File: config.mk
export PLATFORM = sky130hd
export DESIGN_NAME = alu_seq_ctrl
export DESIGN_NICKNAME = d
export VERILOG_FILES = /design/src/rtl/alu_seq_pkg.sv /design/src/rtl/alu_seq_ctrl_reg_onehot_dec.sv /design/src/rtl/alu_seq_ctrl.sv
export SDC_FILE = /design/constraint.sdc
export NUM_CORES = 1
export LEC_CHECK = 0
export CAP_MARGIN = 20
export CORE_UTILIZATION = 37
export DETAILED_ROUTE_END_ITERATION = 10
export PLACE_DENSITY_LB_ADDON = 0.2
export SETUP_SLACK_MARGIN = 0.05
export SYNTH_ARGS = -nofsm -noshare
export SYNTH_HDL_FRONTEND = slang
export SYNTH_SLANG_ARGS = --single-unit
File: constraint.sdc
create_clock -name clk -period 2.01 [get_ports clk]
set_clock_uncertainty 0.15 [all_clocks]
set_input_delay 0.201 -clock clk [delete_from_list [all_inputs] [get_ports clk]]
set_output_delay 0.201 -clock clk [all_outputs]
set_load 0.01 [all_outputs]
File: src/rtl/alu_seq_pkg.sv
// rtl/alu_seq_pkg.sv - shared types, opcodes and IR field layout for the ALU control sequencer
//
// Contents:
//   state_t        : sequencer state encoding (IDLE, T0..T6)
//   OP_*           : supported opcode values
//   *_MSB          : IR field MSB positions for the default 32-bit layout
//   field_msb()    : MSB of register field 'slot' (0=ra, 1=rb, 2=rc) for any layout

package alu_seq_pkg;

    typedef enum logic [2:0] {
        ST_IDLE = 3'd0,
        ST_T0   = 3'd1,
        ST_T1   = 3'd2,
        ST_T2   = 3'd3,
        ST_T3   = 3'd4,
        ST_T4   = 3'd5,
        ST_T5   = 3'd6,
        ST_T6   = 3'd7
    } state_t;

    localparam logic [4:0] OP_ADD = 5'b00011;
    localparam logic [4:0] OP_SUB = 5'b00100;
    localparam logic [4:0] OP_SHR = 5'b00101;
    localparam logic [4:0] OP_SHL = 5'b00110;
    localparam logic [4:0] OP_ROR = 5'b00111;
    localparam logic [4:0] OP_ROL = 5'b01000;
    localparam logic [4:0] OP_AND = 5'b01010;
    localparam logic [4:0] OP_OR  = 5'b01011;
    localparam logic [4:0] OP_MUL = 5'b01110;
    localparam logic [4:0] OP_DIV = 5'b01111;
    localparam logic [4:0] OP_NEG = 5'b10000;
    localparam logic [4:0] OP_NOT = 5'b10001;

    // Default layout: opcode[31:27], ra[26:23], rb[22:19], rc[18:15].
    localparam int OPC_MSB = 31;
    localparam int RA_MSB  = 26;
    localparam int RB_MSB  = 22;
    localparam int RC_MSB  = 18;

    // Register fields are packed MSB-first directly below the opcode.
    function automatic int field_msb(int irw, int opw, int idx_w, int slot);
        return irw - opw - 1 - slot * idx_w;
    endfunction

endpackage

File: src/rtl/alu_seq_ctrl_reg_onehot_dec.sv
// rtl/alu_seq_ctrl_reg_onehot_dec.sv - register index to one-hot enable decoder
//
// Module reg_onehot_dec
//   idx    : in  REG_IDX_W  register index
//   en     : in  1          decoder enable; 0 gives all-zero
//   onehot : out NUM_REGS   one-hot select; all-zero when idx >= NUM_REGS

module reg_onehot_dec #(
    parameter int NUM_REGS  = 16,
    parameter int REG_IDX_W = 4
) (
    input  logic [REG_IDX_W-1:0] idx,
    input  logic                 en,
    output logic [NUM_REGS-1:0]  onehot
);

    // Only indices below NUM_REGS have an output bit, so an out-of-range
    // index matches nothing and the result is all-zero.
    always_comb begin
        onehot = '0;
        for (int i = 0; i < NUM_REGS; i++) begin
            onehot[i] = en && (idx == REG_IDX_W'(i));
        end
    end

endmodule

File: src/rtl/alu_seq_ctrl.sv
// rtl/alu_seq_ctrl.sv - hardwired fetch/execute control sequencer for a three-operand register ALU
//
// Optional feature macro: ALU_SEQ_HILO_EN (adds MUL/DIV with two-word LO/HI write-back)
//
// Ports:
//   clk, clr           : clock, synchronous active-low reset
//   start              : begin an instruction cycle (sampled in IDLE only)
//   mem_rdy            : memory read data valid (releases T1)
//   ir                 : IR register contents
//   Rin, Rout          : one-hot register load / drive enables
//   PCout..LOin        : datapath strobes
//   alu_op             : ALU opcode, valid in T4, else 0
//   busy               : high in every non-IDLE state
//   done               : pulse in the final execute state
//   illegal            : pulse in T3 on an unsupported opcode or register index

module alu_seq_ctrl
    import alu_seq_pkg::*;
#(
    parameter int NUM_REGS  = 16,
    parameter int REG_IDX_W = 4,
    parameter int OPW       = 5,
    parameter int IRW       = 32
) (
    input  logic                 clk,
    input  logic                 clr,
    input  logic                 start,
    input  logic                 mem_rdy,
    input  logic [IRW-1:0]       ir,
    output logic [NUM_REGS-1:0]  Rin,
    output logic [NUM_REGS-1:0]  Rout,
    output logic                 PCout,
    output logic                 PCin,
    output logic                 incPC,
    output logic                 MARin,
    output logic                 Read,
    output logic                 MDRin,
    output logic                 MDRout,
    output logic                 IRin,
    output logic                 Yin,
    output logic                 Zin,
    output logic                 ZLowOut,
    output logic                 ZHighOut,
    output logic                 HIin,
    output logic                 LOin,
    output logic [OPW-1:0]       alu_op,
    output logic                 busy,
    output logic                 done,
    output logic                 illegal
);

    localparam int F_RA_MSB = field_msb(IRW, OPW, REG_IDX_W, 0);
    localparam int F_RB_MSB = field_msb(IRW, OPW, REG_IDX_W, 1);
    localparam int F_RC_MSB = field_msb(IRW, OPW, REG_IDX_W, 2);
    localparam int LOW_W    = IRW - OPW - 3 * REG_IDX_W;
    localparam logic [REG_IDX_W:0] REG_LIMIT = (REG_IDX_W + 1)'(NUM_REGS);

    state_t               state;
    state_t               state_nxt;
    logic [OPW-1:0]       op_q;
    logic [REG_IDX_W-1:0] ra_q;
    logic [REG_IDX_W-1:0] rb_q;
    logic [REG_IDX_W-1:0] rc_q;

    logic                 op_ok;
    logic                 hilo_op;
    logic                 regs_ok;
    logic                 legal;

    logic                 rin_en;
    logic                 rout_en;
    logic [REG_IDX_W-1:0] rout_idx;

    // IR bits below rc carry no meaning for register-ALU instructions.
    generate
        if (LOW_W > 0) begin : g_ir_low
            logic unused_ir_low;
            assign unused_ir_low = ^ir[LOW_W-1:0];
        end
    endgenerate

    // State register.
    always_ff @(posedge clk) begin
        if (!clr) begin
            state <= ST_IDLE;
        end else begin
            state <= state_nxt;
        end
    end

    // Instruction fields are captured as T3 is entered and held for the
    // rest of the instruction, so T3..T6 see a stable decode.
    always_ff @(posedge clk) begin
        if (!clr) begin
            op_q <= '0;
            ra_q <= '0;
            rb_q <= '0;
            rc_q <= '0;
        end else if (state == ST_T2) begin
            op_q <= ir[IRW-1 -: OPW];
            ra_q <= ir[F_RA_MSB -: REG_IDX_W];
            rb_q <= ir[F_RB_MSB -: REG_IDX_W];
            rc_q <= ir[F_RC_MSB -: REG_IDX_W];
        end
    end

    // Opcode decode from the latched fields only (keeps outputs Moore).
    always_comb begin
        op_ok   = 1'b0;
        hilo_op = 1'b0;
        case (op_q)
            OPW'(OP_ADD), OPW'(OP_SUB), OPW'(OP_AND), OPW'(OP_OR),
            OPW'(OP_SHR), OPW'(OP_SHL), OPW'(OP_ROR), OPW'(OP_ROL),
            OPW'(OP_NEG), OPW'(OP_NOT): op_ok = 1'b1;
`ifdef ALU_SEQ_HILO_EN
            OPW'(OP_MUL), OPW'(OP_DIV): begin
                op_ok   = 1'b1;
                hilo_op = 1'b1;
            end
`endif
            default: ;
        endcase
    end

    assign regs_ok = ({1'b0, ra_q} < REG_LIMIT) &&
                     ({1'b0, rb_q} < REG_LIMIT) &&
                     ({1'b0, rc_q} < REG_LIMIT);
    assign legal   = op_ok && regs_ok;

    // Next-state logic.
    always_comb begin
        state_nxt = state;
        case (state)
            ST_IDLE: if (start) state_nxt = ST_T0;
            ST_T0:   state_nxt = ST_T1;
            ST_T1:   if (mem_rdy) state_nxt = ST_T2;
            ST_T2:   state_nxt = ST_T3;
            ST_T3:   state_nxt = legal ? ST_T4 : ST_IDLE;
            ST_T4:   state_nxt = ST_T5;
            ST_T5:   state_nxt = hilo_op ? ST_T6 : ST_IDLE;
            ST_T6:   state_nxt = ST_IDLE;
            default: state_nxt = ST_IDLE;
        endcase
    end

    // Output decode.
    always_comb begin
        PCout    = 1'b0;
        PCin     = 1'b0;
        incPC    = 1'b0;
        MARin    = 1'b0;
        Read     = 1'b0;
        MDRin    = 1'b0;
        MDRout   = 1'b0;
        IRin     = 1'b0;
        Yin      = 1'b0;
        Zin      = 1'b0;
        ZLowOut  = 1'b0;
        ZHighOut = 1'b0;
        HIin     = 1'b0;
        LOin     = 1'b0;
        alu_op   = '0;
        done     = 1'b0;
        illegal  = 1'b0;
        rin_en   = 1'b0;
        rout_en  = 1'b0;
        rout_idx = rb_q;
        busy     = (state != ST_IDLE);
        case (state)
            ST_T0: begin
                PCout = 1'b1;
                MARin = 1'b1;
                incPC = 1'b1;
                Zin   = 1'b1;
            end
            // Held for every wait cycle; reloading PC from Z is idempotent.
            ST_T1: begin
                ZLowOut = 1'b1;
                PCin    = 1'b1;
                Read    = 1'b1;
                MDRin   = 1'b1;
            end
            ST_T2: begin
                MDRout = 1'b1;
                IRin   = 1'b1;
            end
            ST_T3: begin
                if (legal) begin
                    rout_en = 1'b1;
                    Yin     = 1'b1;
                end else begin
                    illegal = 1'b1;
                end
            end
            ST_T4: begin
                rout_en  = 1'b1;
                rout_idx = rc_q;
                Zin      = 1'b1;
                alu_op   = op_q;
            end
            ST_T5: begin
                ZLowOut = 1'b1;
                if (hilo_op) begin
                    LOin = 1'b1;
                end else begin
                    rin_en = 1'b1;
                    done   = 1'b1;
                end
            end
            ST_T6: begin
`ifdef ALU_SEQ_HILO_EN
                ZHighOut = 1'b1;
                HIin     = 1'b1;
                done     = 1'b1;
`endif
            end
            default: ;
        endcase
    end

    reg_onehot_dec #(
        .NUM_REGS  (NUM_REGS),
        .REG_IDX_W (REG_IDX_W)
    ) u_rin_dec (
        .idx    (ra_q),
        .en     (rin_en),
        .onehot (Rin)
    );

    reg_onehot_dec #(
        .NUM_REGS  (NUM_REGS),
        .REG_IDX_W (REG_IDX_W)
    ) u_rout_dec (
        .idx    (rout_idx),
        .en     (rout_en),
        .onehot (Rout)
    );

endmodule

* Yosys cells after proc, flatten, opt, wreduce, memory -nomap -nowiden
Cells that the tools add are included.
** Operators by class
- Eq/ne operators :: 49
- Mux-type cells :: 18
- Reductions and logical operators :: 41
** Operators with widths (number)
- == test 4 bit, second input constant :: 16
- == test 4 x 3 -> 1 bit, second input constant :: 8
- logical AND 1 bit :: 32
- one-hot mux 3 bit (7 select lines) :: 1
- == test 5 x 3 -> 1 bit, second input constant :: 4
- == test 4 x 2 -> 1 bit, second input constant :: 4
- == test 5 x 4 -> 1 bit, second input constant :: 3
- == test 3 bit, second input constant :: 4
- two-way mux 1 bit :: 11
- == test 5 bit, second input constant :: 2
- OR reduction 10 bit :: 1
- two-way mux 3 bit :: 3
- == test 4 x 1 -> 1 bit, second input constant :: 2
- zero test 4 bit :: 2
- == test 3 x 2 -> 1 bit, second input constant :: 2
- OR reduction 2 bit :: 3
- == test 5 x 2 -> 1 bit, second input constant :: 1
- two-way mux 5 bit :: 1
- two-way mux 4 bit :: 1
- != test 2 bit, second input constant :: 2
- == test 3 x 1 -> 1 bit, second input constant :: 1
- zero test 3 bit :: 1
- nonzero test 3 bit :: 1
- one-hot mux 1 bit (2 select lines) :: 1
- AND reduction 2 bit :: 1
** Word-level totals
- Register bits after elaboration :: 20
- Input port bits :: 36
- Output and inout port bits :: 54
- Word-level logic and storage cells :: 113

* Longest topological paths before layout
Gate-level depths: netlist of the first run.
- Word-level depth :: 6
- Depth in mapped cells :: 6
- Mapped depth without buffers :: 4

* Hierarchy
From an unflattened synthesis of the first run, not the netlist that was laid out.
** Second synthesis, totals
- Cell total of the unflattened synthesis :: 171
- Area, all modules :: 1326.3 um2
** By module, submodules not included
- alu_seq_ctrl :: times used 1, cells an instance 125, area an instance 1091.0 um2, seq. area each 400.4 um2
- reg_onehot_dec :: times used 2, cells an instance 23, area an instance 117.6 um2, seq. area each 0.0 um2

* Least setup slack after synthesis of the first run
OpenSTA, ideal clock, no wires.
- Path type :: register -> output
- Start :: reg state[0]
- End :: out PCout
- Arrival time :: 1.502 ns
- Data required time :: 1.659 ns
- Slack :: 0.157 ns
- Cell stages (with the launch flop) :: 6
- Buffers on the path :: 3
- Cell sequence :: dfxtp_1 buf_2 nor2b_1 clkbuf_1 nor2b_1 buf_4
** On the way
- Word-level cells in the longest chain between the ends :: 2
** RTL lines
- from (decl) :: line alu_seq_ctrl.sv:58 : state_t state;
- from (signal assigned) :: line alu_seq_ctrl.sv:87 : state <= state_nxt;
- == test 3 x 1 -> 1 bit
- two-way mux 1 bit
- to (decl) :: line alu_seq_ctrl.sv:32 : output logic PCout,
No other way between the ends.

* Worst setup path in the final report of the first run
- Start :: reg state[0]
- End :: out Rout[0]
** On the way
- Word-level cells in the longest chain between the ends :: 4
- Elaborated cells on any way between the ends :: 6
- Those cells by class :: 2 x eq/ne; 2 x mux; 2 x reduce/logical
** RTL lines
- == test 3 bit :: line alu_seq_ctrl.sv:169 : case (state)
- two-way mux 4 bit :: line alu_seq_ctrl.sv:169
- zero test 4 bit :: line alu_seq_ctrl_reg_onehot_dec.sv:22 : onehot[i] = en && (idx == REG_IDX_W'(i));
- logical AND 1 bit (*) :: line alu_seq_ctrl_reg_onehot_dec.sv:22
- to (decl) :: line alu_seq_ctrl.sv:31 : output logic [NUM_REGS-1:0] Rout,
Every way passes the cells marked *; elsewhere a longest branch is shown, timed or not.

==> results of run 1 <==
-- sequential cells by signal, indices dropped and copies added, names as in the netlist --
| register | cells |
|---|---|
| state | 3 |
| op_q | 5 |
| ra_q | 4 |
| rb_q | 4 |
| rc_q | 4 |
-- kinds of logic after synthesis --
kind of cell	Yosys count
compound gates	42
buf+inv	20
flops	20
mux	8
other cells	1
simple gates	95
-- repair_timing --
item	4_1_cts	5_1_grt
pin swaps	21	20
endpoints found under the setup margin	49	47
setup buffers	12	3
hold buffers	0	0
gates resized for setup	193	47
-- per-layer routing --
layer	part of all wire [%]	GRT usage (%)
met1	42	25.2
met2	54	41.7
met3	2.8	3.93
met4	1.3	5.00
met5	0	0
-- cell usage after synthesis (2+ instances only) --
| master | instances | area (sq um) |
|---|---|---|
| nor2b_1 | 10 | 62.6 |
| nor3b_1 | 2 | 15.0 |
| buf_2 | 4 | 20.0 |
| nand3b_1 | 2 | 15.0 |
| a21boi_0 | 17 | 128 |
| a32oi_2 | 2 | 32.5 |
| clkbuf_1 | 4 | 15.0 |
| dfxtp_1 | 20 | 400 |
| buf_4 | 9 | 67.6 |
| nand2_1 | 39 | 146 |
| o211ai_1 | 2 | 15.0 |
| a211oi_1 | 16 | 120 |
| nand3_1 | 3 | 15.0 |
| o21ai_2 | 2 | 17.5 |
| nor3_1 | 3 | 15.0 |
| mux2_2 | 3 | 33.8 |
| nor2_1 | 17 | 63.8 |
| nand2b_1 | 2 | 12.5 |
| and3b_1 | 2 | 17.5 |
| and3_1 | 5 | 31.3 |
| mux2i_1 | 4 | 40.0 |
| nand3b_2 | 2 | 22.5 |
-- final cells by class --
class	count	area, sq um	share of cell area [%]
repair buffers	108	846	32.8
clock buffers	4	55.1	2.13
multi-input cells	148	1190	46.1
inverters	2	7.51	0.291
well taps	48	60.1	2.33
flip-flops and latches	20	423	16.4
-- stage by stage --
stage                     util [%]  TNS (ns)  hold WS [ns]
after floorplan                  -         0         0.196
after global placement        61.7     -3.45         0.323
after detailed placement      61.7     -4.41         0.327
after CTS                     68.0    -0.323         0.337
after global routing          70.0     -1.27         0.359
final                         70.0    -0.625         0.333
-- power by group --
part / internal, mW / leakage (nW) / switching [mW]
Clock: 0.174 / 0.0288 / 0.139
Combinational: 0.150 / 0.955 / 0.120
Sequential: 0.406 / 0.168 / 0.0165
-- tightest hold or removal path, cell delays in order (launching register included) --
cell      delay [ns]
dfxtp_2         0.34
nand2_1         0.05
a21boi_0        0.06
-- worst paths after layout --
path / depth (start not counted) / end / start / slack, ns
hold reg to reg: 2 / op_q[0] / op_q[0] / 0.33
setup reg to reg: 6 / state[0] / op_q[2] / 0.37
setup / recovery: 5 / Rout[0] / state[0] / -0.15
hold / removal: 2 / op_q[0] / op_q[0] / 0.33
==> impl_metrics.py, run 1 <==
metrics = {
    "cells_and_area": {
        "num-nets-final": 319,
        "final_common_cell": "nand2_1",
        "antenna_cells": 0,
        "syn2layout_area_growth_pct": 79.4,
        "layout.cells.non_filler": 330,
        "layout_common_cells": "39 x nand2_1, 31 x buf_2, 24 x buf_4",
        "drive_gt1_share_pct": 48.9,
        "final_area_sq_um": 2580,
        "fillers": 306,
    },
    "global_route": {
        "grt_pass1_vias": 1557,
        "grt_max_degree": 21,
        "grt-ovfl-total": 0,
        "antenna_found_initial": 0,
        "grt_first_pass_wirelength_um": 7270,
        "grt_usage_pct": 22.0,
    },
    "synth": {
        "synth-simple-area-share_pct": 34.3,
        "synth-seq-area-share_pct": 27.8,
        "syn_inst": 186,
        "synthFlopType": "dfxtp_1",
        "synth_fa_ha_area_share_pct": 0,
        "synth-compound-area-share_pct": 23.5,
        "ys_seq_elements": 20,
        "muxShareOfSynthArea_pct": 6.17,
        "synth_edf_count": 0,
        "yosysWarnings": 0,
        "netlist_area_sq_um": 1440,
        "synth_async_sr_flop_share_pct": 0,
        "synth_xor_area_share_pct": 0,
        "synth_top_family_by_area": "simple AND/OR/NAND/NOR gates",
        "syn_avg_cell_area_sq_um": 7.74,
        "synth_cell_types": 38,
    },
    "setup_path": {
        "required_ns": 1.66,
        "path_max_fanout": 4,
        "crit_family": "simple AND/OR/NAND/NOR gates",
        "worst-path-buf-inv": 2,
        "cp_slowest_cell": "or3b_4",
        "setup.worst_path.start_class": "flip-flop",
        "cp_cell_sequence": "mux2_4, or3b_4, buf_6, a211oi_2, buf_2",
        "cp.arrival_ns": 1.81,
        "crit_type": "reg -> out",
        "end_kind": "output pin",
        "slowest_delay_ns": 0.42,
    },
    "route": {
        "via_per_inst": 5.05,
        "via_count": 1668,
        "dr.pass1.iters": 4,
        "wl_per_cell_um": 14.5,
        "route.detailed.drc": 0,
        "postRouteAntennaNets": 0,
        "drtIter0Drc": 60,
        "wl_um": 4770,
    },
    "pwr": {
        "ir_worst_vdd_mv": 0.456,
        "p_per_area_nw_per_um2": 390,
        "power_mw": 1.01,
        "p_leak_nw": 1.15,
    },
    "status": {
        "violations": "setup timing",
        "status": "finished, violations left",
    },
    "die": {
        "start_util_pct": 39.0,
        "io_pins": 90,
        "rows": 22,
        "coreArea_sq_um": 3690,
        "dieArea_sq_um": 4140,
        "die_y_um": 64.4,
        "die_w_um": 64.4,
    },
    "placed_design": {
        "dpl_cell_area_sq_um": 2280,
        "dp_cells": 311,
        "pre_cts_ws_ns": -0.215,
        "hpwl_um": 2960,
        "io_buffers": 71,
        "gp_congestion": 0.762,
    },
    "sta": {
        "final_max_slew_viol_count": 0,
        "fin_ws_ns": -0.146,
        "fmax_ghz": 0.464,
        "grt_setup_unrepaired": "yes",
        "min_period_ns": 2.16,
        "fin_crit_sh_pct": 107,
        "setup_violations": 11,
        "finalHoldViolCount": 0,
    },
    "cts": {
        "path_clk_slew_ns": 0.08,
        "h-tree-depth": 1,
        "cts_buffers": 3,
        "root_buffer": "clkbuf_8",
        "clock_path_buffers": 2,
        "cts_sinks": 20,
        "clock_latency_ns": 0.26,
        "cts_tree": "built",
    },
    "run": {
        "drv_cap": 0,
    },
    "worst_hold_path": {
        "hold_path.class": "reg -> reg",
    },
}
(Power assumes the default switching activity.)
==> run 2: changes to the inputs <==
--- a/config.mk
+++ b/config.mk
@@ -6,6 +6,7 @@
 export NUM_CORES = 1
 export LEC_CHECK = 0
 export CAP_MARGIN = 20
+export CORE_MARGIN = 10
 export CORE_UTILIZATION = 37
 export DETAILED_ROUTE_END_ITERATION = 10
 export PLACE_DENSITY_LB_ADDON = 0.2
==> impl_metrics.py, run 2 (synthesized netlist as in run 1, its figures left out) <==
metrics = {
    "cts": {
        "clock_path_buffers": 2,
        "postCtsHoldBufs": 0,
        "h-tree-depth": 1,
        "cts_sinks": 20,
        "path_clk_slew_ns": 0.08,
        "root_buffer": "clkbuf_8",
        "cts_buffers": 3,
        "cts_tree": "built",
        "clock_latency_ns": 0.26,
    },
    "route": {
        "wl_per_cell_um": 16.0,
        "via_per_inst": 5.13,
        "via_count": 1667,
        "wl_um": 5200,
        "drtIter0Drc": 82,
        "dr.pass1.iters": 4,
        "postRouteAntennaNets": 0,
        "route.detailed.drc": 0,
    },
    "cells_and_area": {
        "largest_reg_flops": 5,
        "drive_gt1_share_pct": 45.5,
        "layout.cells.non_filler": 325,
        "num-nets-final": 314,
        "layout_common_cells": "39 x nand2_1, 31 x buf_2, 22 x buf_4",
        "regMostFlops": "op_q",
        "syn2layout_area_growth_pct": 76.0,
        "antenna_cells": 0,
        "final_area_sq_um": 2530,
        "final_core_utilization_pct": 68.1,
        "final_common_cell": "nand2_1",
    },
    "setup_path": {
        "cp.arrival_ns": 1.75,
        "setup.worst_path.end": "Rout[11]",
        "r2r_start": "state[2]",
        "required_ns": 1.66,
        "crit_start": "state[0]",
        "r2r-end": "rb_q[3]",
        "rr_worst_depth": 6,
        "end_kind": "output pin",
        "r2r_setup_slack_ns": 0.38,
        "setup.worst_path.start_class": "flip-flop",
        "path_max_fanout": 6,
        "crit_type": "reg -> out",
    },
    "global_route": {
        "grt_max_degree": 21,
        "grt_usage_pct": 14.2,
        "grt_first_pass_wirelength_um": 7660,
        "grt_pass1_vias": 1541,
        "antenna_found_initial": 0,
        "grt-ovfl-total": 0,
    },
    "die": {
        "rows": 22,
        "start_util_pct": 38.7,
        "die_w_um": 82.4,
        "coreArea_sq_um": 3720,
        "die_y_um": 82.4,
        "dieArea_sq_um": 6780,
        "io_pins": 90,
    },
    "sta": {
        "final_max_slew_viol_count": 0,
        "grt_setup_unrepaired": "yes",
        "finalHoldViolCount": 0,
        "min_period_ns": 2.10,
        "fmax_ghz": 0.475,
        "fin_ws_ns": -0.0942,
        "tns_ns": -0.315,
        "timing.hold.ws_ns": 0.342,
        "setup_violations": 9,
        "fin_crit_sh_pct": 105,
    },
    "placed_design": {
        "io_buffers": 71,
        "dpl_cell_area_sq_um": 2270,
        "gp_congestion": 0.812,
        "dp_cells": 310,
        "hpwl_um": 3580,
    },
    "pwr": {
        "ir_worst_vdd_mv": 0.380,
        "p_per_area_nw_per_um2": 432,
        "p_leak_nw": 1.11,
    },
    "run": {
        "drv_cap": 0,
    },
    "status": {
        "violations": "setup timing",
        "status": "finished, violations left",
    },
    "worst_hold_path": {
        "hold_path.class": "in -> reg",
    },
}
[run 2: changes by cell type in the layout (fill, tap and decap cells not counted), sizes merged]
cell / previous run / this run
dlygate4sd2: 7 / 16
bufinv: 0 / 1
clkdlybuf4s15: 1 / 0
buf: 68 / 63
clkbuf: 13 / 6
dlymetal6s2s: 3 / 1
[run 2: worst min-delay path by stage]
stage / end / startpoint / depth (start not counted)
2_1_floorplan: op_q[4] / ir[31] / 2
3_5_place_dp: rc_q[0] / rc_q[0] / 2
5_1_grt: op_q[3] / ir[30] / 3
3_3_place_gp: rb_q[0] / rb_q[0] / 2
4_1_cts: op_q[4] / ir[31] / 3
6_report: op_q[3] / ir[30] / 3
[run 2: worst max-delay path, cell delays in order, from the launching register on]
cell      delay [ns]
dfxtp_4         0.37
buf_8           0.13
and2b_2         0.25
a32oi_4         0.27
buf_6           0.16
buf_6           0.10
a211oi_2        0.05
buf_2           0.16
[run 2: layer usage]
| metal | part of all wire [%] | track usage, % | wire [um] |
|---|---|---|---|
| met3 | 11 | 5.62 | 558 |
| met4 | 0.69 | 3.23 | 36 |
| met1 | 43 | 17.6 | 2220 |
| met5 | 0 | 0 | 0 |
| met2 | 46 | 22.4 | 2380 |
[run 2: report_power, final]
part	switching, mW	total, mW	leakage [nW]	internal, mW
Combinational	0.119	0.268	0.905	0.149
Clock	0.138	0.404	0.0357	0.266
Sequential	0.0160	0.422	0.166	0.406
[run 2: final cells by class]
type,instances,area [sq um]
clock buffer,3,41.3
clock inverter,1,30.0
timing repair buffer,103,805
tap,48,60.1
sequential,20,418
fill,309,1180
multi-input combinational,148,1170
inverter,2,7.51
[run 2: stage by stage]
stage | worst slack [ns] | power [mW]
final | -0.0942 | 1.09
after global routing | -0.171 | 1.14
after CTS | -0.133 | 1.08
after detailed placement | -0.200 | 0.650
after global placement | -0.178 | 0.648
after floorplan | 0.157 | 0.540
[run 2: what timing repair did]
action,in CTS,in global routing
cloned,0,0
pin swaps,19,17
buffers inserted,4,7
gates resized for setup,178,53
endpoints found under the setup margin,50,33
==> run 3: changes to the inputs <==
--- a/config.mk
+++ b/config.mk
@@ -11,6 +11,7 @@
 export DETAILED_ROUTE_END_ITERATION = 10
 export PLACE_DENSITY_LB_ADDON = 0.2
 export SETUP_SLACK_MARGIN = 0.05
+export SLEW_MARGIN = 10
 export SYNTH_ARGS = -nofsm -noshare
 export SYNTH_HDL_FRONTEND = slang
 export SYNTH_SLANG_ARGS = --single-unit
==> results of run 3 <==
Same layout as run 2: the final DEF is identical, and so are final timing and power.
